`src/rtl/multicycle_control_unit.sv`:
```
// Registered control FSM for the multi-cycle RV32I core: decodes the instruction once
// and sequences datapath enables, stalling on the memory ready handshake.
module multicycle_control_unit #(
  parameter bit          EN_BNE         = 1'b1,
  parameter bit          EN_JAL         = 1'b1,
  parameter int unsigned TIMEOUT_CYCLES = 0
) (
  input  logic       clk,
  input  logic       rst,
  input  logic [6:0] Op,
  input  logic [2:0] funct3,
  input  logic [6:0] funct7,
  input  logic       Zero,
  input  logic       mem_ready,
  output logic       PCWrite,
  output logic       AdrSrc,
  output logic       IRWrite,
  output logic       MemWrite,
  output logic       RegWrite,
  output logic [1:0] ResultSrc,
  output logic [1:0] ALUSrcA,
  output logic [1:0] ALUSrcB,
  output logic [1:0] ImmSrc,
  output logic [2:0] ALUControl,
  output logic       instr_done,
  output logic       illegal_instr,
  output logic       mem_timeout,
  output logic [3:0] state_o
);

  localparam logic [3:0] S_FETCH    = 4'd0;
  localparam logic [3:0] S_DECODE   = 4'd1;
  localparam logic [3:0] S_MEMADR   = 4'd2;
  localparam logic [3:0] S_MEMREAD  = 4'd3;
  localparam logic [3:0] S_MEMWB    = 4'd4;
  localparam logic [3:0] S_MEMWRITE = 4'd5;
  localparam logic [3:0] S_EXECUTER = 4'd6;
  localparam logic [3:0] S_EXECUTEI = 4'd7;
  localparam logic [3:0] S_ALUWB    = 4'd8;
  localparam logic [3:0] S_BRANCH   = 4'd9;
  localparam logic [3:0] S_JAL      = 4'd10;

  localparam logic [6:0] OP_LOAD   = 7'b0000011;
  localparam logic [6:0] OP_STORE  = 7'b0100011;
  localparam logic [6:0] OP_RTYPE  = 7'b0110011;
  localparam logic [6:0] OP_ITYPE  = 7'b0010011;
  localparam logic [6:0] OP_BRANCH = 7'b1100011;
  localparam logic [6:0] OP_JAL    = 7'b1101111;

  localparam int unsigned     CNT_W    = (TIMEOUT_CYCLES > 0) ? $clog2(TIMEOUT_CYCLES + 1) : 1;
  localparam logic [CNT_W-1:0] CNT_LAST = (TIMEOUT_CYCLES > 0) ? CNT_W'(TIMEOUT_CYCLES - 1) : '0;

  logic [3:0]       state_q, state_d, next_state;
  logic [CNT_W-1:0] cnt_q, cnt_d;

  logic       pc_we, ir_we, mem_we, reg_we, adr_src;
  logic [1:0] res_src, src_a, src_b, alu_op, imm_src;
  logic [2:0] alu_ctrl;
  logic       done, illegal, wait_st, stall, timeout;
  logic       unused_funct7;

  assign unused_funct7 = &{1'b0, funct7[6], funct7[4:0]};

  always_comb begin
    pc_we      = 1'b0;
    ir_we      = 1'b0;
    mem_we     = 1'b0;
    reg_we     = 1'b0;
    adr_src    = 1'b0;
    res_src    = 2'b00;
    src_a      = 2'b00;
    src_b      = 2'b00;
    alu_op     = 2'b00;
    done       = 1'b0;
    illegal    = 1'b0;
    wait_st    = 1'b0;
    next_state = S_FETCH;
    case (state_q)
      S_FETCH: begin
        wait_st    = 1'b1;
        src_b      = 2'b10;
        res_src    = 2'b10;
        ir_we      = mem_ready;
        pc_we      = mem_ready;
        next_state = mem_ready ? S_DECODE : S_FETCH;
      end
      S_DECODE: begin
        src_a = 2'b01;
        src_b = 2'b01;
        case (Op)
          OP_LOAD, OP_STORE: next_state = S_MEMADR;
          OP_RTYPE:          next_state = S_EXECUTER;
          OP_ITYPE:          next_state = S_EXECUTEI;
          OP_BRANCH:         next_state = S_BRANCH;
          OP_JAL: begin
            if (EN_JAL) next_state = S_JAL;
            else        illegal    = 1'b1;
          end
          default:           illegal    = 1'b1;
        endcase
      end
      S_MEMADR: begin
        src_a      = 2'b10;
        src_b      = 2'b01;
        next_state = (Op == OP_LOAD) ? S_MEMREAD : S_MEMWRITE;
      end
      S_MEMREAD: begin
        wait_st    = 1'b1;
        adr_src    = 1'b1;
        next_state = mem_ready ? S_MEMWB : S_MEMREAD;
      end
      S_MEMWB: begin
        res_src = 2'b01;
        reg_we  = 1'b1;
        done    = 1'b1;
      end
      S_MEMWRITE: begin
        wait_st    = 1'b1;
        adr_src    = 1'b1;
        mem_we     = 1'b1;
        done       = mem_ready;
        next_state = mem_ready ? S_FETCH : S_MEMWRITE;
      end
      S_EXECUTER: begin
        src_a      = 2'b10;
        alu_op     = 2'b10;
        next_state = S_ALUWB;
      end
      S_EXECUTEI: begin
        src_a      = 2'b10;
        src_b      = 2'b01;
        alu_op     = 2'b10;
        next_state = S_ALUWB;
      end
      S_ALUWB: begin
        reg_we = 1'b1;
        done   = 1'b1;
      end
      S_BRANCH: begin
        src_a  = 2'b10;
        alu_op = 2'b01;
        done   = 1'b1;
        case (funct3)
          3'b000: pc_we = Zero;
          3'b001: begin
            if (EN_BNE) pc_we   = ~Zero;
            else        illegal = 1'b1;
          end
          default: illegal = 1'b1;
        endcase
      end
      S_JAL: begin
        src_a      = 2'b01;
        src_b      = 2'b10;
        pc_we      = 1'b1;
        next_state = S_ALUWB;
      end
      default: next_state = S_FETCH;
    endcase
  end

  // The stall counter only advances while parked in a wait state; any exit
  // (including a timeout that re-enters FETCH) starts the next stall from zero.
  assign stall   = wait_st & ~mem_ready;
  assign timeout = (TIMEOUT_CYCLES != 0) && stall && (cnt_q == CNT_LAST);
  assign state_d = timeout ? S_FETCH : next_state;

  always_comb begin
    cnt_d = '0;
    if ((TIMEOUT_CYCLES != 0) && stall && !timeout && (state_d == state_q))
      cnt_d = cnt_q + CNT_W'(1);
  end

  always_ff @(posedge clk or negedge rst) begin
    if (!rst) begin
      state_q <= S_FETCH;
      cnt_q   <= '0;
    end else begin
      state_q <= state_d;
      cnt_q   <= cnt_d;
    end
  end

  always_comb begin
    alu_ctrl = 3'b000;
    case (alu_op)
      2'b00: alu_ctrl = 3'b000;
      2'b01: alu_ctrl = 3'b001;
      default: begin
        case (funct3)
          3'b000:  alu_ctrl = ({Op[5], funct7[5]} == 2'b11) ? 3'b001 : 3'b000;
          3'b010:  alu_ctrl = 3'b101;
          3'b110:  alu_ctrl = 3'b011;
          3'b111:  alu_ctrl = 3'b010;
          default: alu_ctrl = 3'b000;
        endcase
      end
    endcase
  end

  always_comb begin
    imm_src = 2'b00;
    case (Op)
      OP_STORE:  imm_src = 2'b01;
      OP_BRANCH: imm_src = 2'b10;
      OP_JAL:    imm_src = 2'b11;
      default:   imm_src = 2'b00;
    endcase
  end

  // Outputs are gated by rst so an asserted reset silences every strobe without a clock.
  assign PCWrite       = rst & pc_we  & ~timeout;
  assign IRWrite       = rst & ir_we  & ~timeout;
  assign MemWrite      = rst & mem_we & ~timeout;
  assign RegWrite      = rst & reg_we & ~timeout;
  assign AdrSrc        = rst & adr_src;
  assign ResultSrc     = rst ? res_src  : '0;
  assign ALUSrcA       = rst ? src_a    : '0;
  assign ALUSrcB       = rst ? src_b    : '0;
  assign ImmSrc        = rst ? imm_src  : '0;
  assign ALUControl    = rst ? alu_ctrl : '0;
  assign instr_done    = rst & done & ~timeout;
  assign illegal_instr = rst & illegal;
  assign mem_timeout   = rst & timeout;
  assign state_o       = rst ? state_q : '0;

endmodule

```
`config.mk`:
```
export PLATFORM = sky130hd
export DESIGN_NAME = multicycle_control_unit
export DESIGN_NICKNAME = d
export VERILOG_FILES = /design/src/rtl/multicycle_control_unit.sv
export SDC_FILE = /design/constraint.sdc
export NUM_CORES = 1
export LEC_CHECK = 0
export ABC_AREA = 1
export BUFFER_PORTS_ARGS = -buffer_cell sky130_fd_sc_hd__buf_2
export CAP_MARGIN = 20
export CELL_PAD_IN_SITES_DETAIL_PLACEMENT = 1
export CELL_PAD_IN_SITES_GLOBAL_PLACEMENT = 2
export CORE_MARGIN = 3
export CORE_UTILIZATION = 16
export DETAILED_ROUTE_END_ITERATION = 10
export PLACE_DENSITY_LB_ADDON = 0.1
export SYNTH_ARGS = -nofsm -noshare
export SYNTH_HDL_FRONTEND = slang
export SYNTH_SLANG_ARGS = --single-unit
```
`constraint.sdc`:
```
create_clock -name clk -period 1.2 [get_ports clk]
set_input_delay 0.18 -clock clk [delete_from_list [all_inputs] [get_ports clk]]
set_output_delay 0.18 -clock clk [all_outputs]
set_load 0.05 [all_outputs]
```
==> summary.md <==
| Metric | Value |
|---|---|
| Crit-path max FO | 5 |
| Ys flop type | dfrtp_1 |
| Utilization after layout | a little over half |
| Post-route ant nets | 0 |
| Maximum vdd drop | about 280 uV |
| CP max-delay cell | dfrtp_1 |
| Reg2Reg Setup Slack | -0.10 ns |
| Worst Setup Slack, final | -0.5076 ns |
| Syn Inst Count | approximately 110 |
| Synth top area cells | nand2_1, dfrtp_1, nor2_1 |
| # setup viols final | 24 |
| GRT Total Usage | between 10% and 20% |
| Critical-path cell list | inv_4 > buf_12 > nand2_8 > nor2_4 > nand2_2 > a31oi_4 > buf_6 |
| Fmax | about 590 MHz |
| Antenna cell count | 0 |
| DIE AREA | approximately 4800 um2 |
| Initial Util | 17.05% |
| Via-to-Cell Ratio | around 4.4 |
| Register area share after synthesis | about 16% |
| Fraction of layout cells with a size suffix above 1 | 80.88% |
| EDFF count, synth | 0 |
| Startpoint Class | register |
| Req. time, crit path | between 1 and 1.5 ns |
| Number of max-cap violations | 0 |
| Vert. Die Dim | between 60 and 70 um |
| Clock slew at the register clock pins of the worst setup and hold paths | 0.03 ns |
| Aggregate routed wire length | 3501 um |
| Initial antenna violation count | 0 |
| Crit path launch | state_q[3] |
| GPL Wtd Cong | 0.7456 |
| Count leader, synth | nand2_1 |
| Lkg Pwr | approximately 0.96 nW |
| Area share of the largest cell type after synthesis | approximately 16% |
| CTS tree | built |
| Violated checks | negative setup slack |
| Part of the cycle the worst path needs | 142.3% |
| Cell taking the most area after synthesis | nand2_1 |
| Vias in the first global route | roughly 1100 |
| Crit path time final | 1.708 ns |
| Final Hold Vio Count | 0 |
| Most flops, register | state_q |
| Cts bufs inserted | 3 |
| CP endpoint | instr_done |
| Clock Latency Late Sink | around 0.22 ns |
| Max reg flops | 4 |
| Slew Viols, Final | 0 |
| Final Total Pwr | roughly 1.1 mW |
| Reg2Reg Capture Point | state_q[0] |
| Hold Crit Class | input pin to register |
| Largest net degree at the start of global routing | 11 |
| Row count | 22 |
| Port buffer count | 36 |
| First-pass GRT wire length | approximately 5700 um |
| Top Registers | state_q x4 |
| Mapped Area | about 640 um2 |
| Area growth syn-to-layout | 208.8% |
| Crit Path Class | register to output port |
| IO Pins | 44 |
| CP max stage delay | ~0.4 ns |
| Die span in x | approximately 69 um |
| Core ar. | 3771 um2 |
| # fillers | ~430 |
| Drt pass-1 iters | 2 |
| # DRC | 0 |
| Clock Skew | approximately 0.0077 ns |
| Ys Warns | 0 |
| Global route overflow | 0 |
| Critical R2R Launch | state_q[1] |
| Cell variety after synth | 25 |
| # clock sinks | 4 |
| Initial drt markers | 7 |
| Worst path arrival time | approximately 1.5 ns |
| Dpl hpwl | around 2700 um |
| Synth async-reset ratio | 100.0% |
| Syn avg cell area | between 5 and 6 um2 |
| Syn nets | around 140 |
| P per Cell Area | 537.2 nW/um2 |
| Status | finished, violations left |
| WL per Instance | between 10 and 15 um |
| Worst-case clock buffer depth | 2 |
| Vias | 1099 |
| Yosys reg bits | 4 |
| CTS root buffer | clkbuf_8 |
| RSZ-0062 raised after global routing | true |
| Place WS | -0.3499 ns |
| Setup TNS | -7.664 ns |
| Nets@finish | between 200 and 250 |
| H-tree depth reported by CTS | 1 |
| CP endpoint kind | output port |
| Commonest cells post-synth | nand2_1, nor2_1, inv_1 |
| Final instance area | 1986 um2 |
| DP Area | 1386 um2 |
| Reg2Reg Depth | 8 |
## placed cells by master (no fill, tap or decap), types with 2 or more instances in the layout
cell type	instances
buf_6	35
buf_4	34
nand2_2	13
nor2_4	12
buf_2	12
nand2_1	9
inv_2	9
inv_1	8
nand2_4	7
nand4_1	5
nand3_1	5
a21oi_4	5
nor2_1	4
nor2_2	4
buf_8	4
inv_4	3
nand2_8	3
nor3_4	3
clkbuf_8	3
buf_12	3
dfrtp_2	3
nand3_4	2
nor4_4	2
a31oi_4	2
## worst max-delay path, delay by kind of cell, from the launching register on
family / cells / cell delay [ns]
AOI/OAI and AO/OA: 1 / 0.18
buffers and inverters: 3 / 0.42
DFF: 1 / 0.40
and+or+nand+nor: 3 / 0.30
## area by class of cell
| type | count | area (um2) | share of cell area (%) |
|---|---|---|---|
| well taps | 48 | 60.06 | 3.025 |
| flip-flops and latches | 4 | 103.9 | 5.230 |
| clock buffers | 4 | 45.04 | 2.268 |
| multi-input cells | 86 | 834.6 | 42.03 |
| repair buffers | 89 | 839.6 | 42.28 |
| inverters | 21 | 102.6 | 5.167 |
## kinds of logic (layout without fill, tap and decap cells)
family | count (synthesis) | count (layout) | share of synthesized area [%]
flip-flops | 4 | 4 | 15.56
AND/OR/NAND/NOR | 73 | 73 | 57.20
other | 1 | 1 | 0.5831
AO/OA/AOI/OAI | 11 | 11 | 10.31
buffers and inverters | 24 | 114 | 14.98
XOR/XNOR | 1 | 1 | 1.362
## stage by stage
| step | hold WS [ns] | instances |
|---|---|---|
| after floorplan | -0.1156 | 114 |
| after global placement | 0.1815 | 230 |
| after detailed placement | 0.1893 | 230 |
| after CTS | 0.3158 | 245 |
| after global routing | 0.3650 | 252 |
| final | 0.3383 | 252 |
## worst min-delay path by stage
stage / depth (start not counted) / start / endpoint
floorplan: 0 / rst / state_q[0]
global placement: 2 / rst / state_q[1]
detailed placement: 2 / rst / state_q[3]
CTS: 3 / mem_ready / state_q[2]
global route: 3 / mem_ready / state_q[2]
finish: 3 / mem_ready / state_q[2]
## per-layer routing
metal | GRT usage, % | vias up | part of all wire (%) | routed length (um)
met5 | 0 | - | 0 | 0
met2 | 26.59 | 18 | 56 | 1960
met1 | 17.54 | 528 | 40 | 1417
li1 | - | 549 | - | -
met4 | 3.905 | 0 | 1.2 | 42
met3 | 2.319 | 4 | 2.3 | 80
## power by group
group,internal [mW],leakage (nW),switching [mW],total [mW]
combinational,0.262,0.883,0.341,0.602
clock,0.227,0.0228,0.0760,0.303
sequential,0.143,0.0497,0.0184,0.161
## what timing repair did
item	4_1_cts	5_1_grt
hold buffers	1	0
pin swaps	22	15
gates resized for setup	93	24
buffers inserted	12	8
setup endpoints to repair	24	26
endpoints found under the hold margin	4	0
No activity file was read; power rests on OpenSTA's default activity.
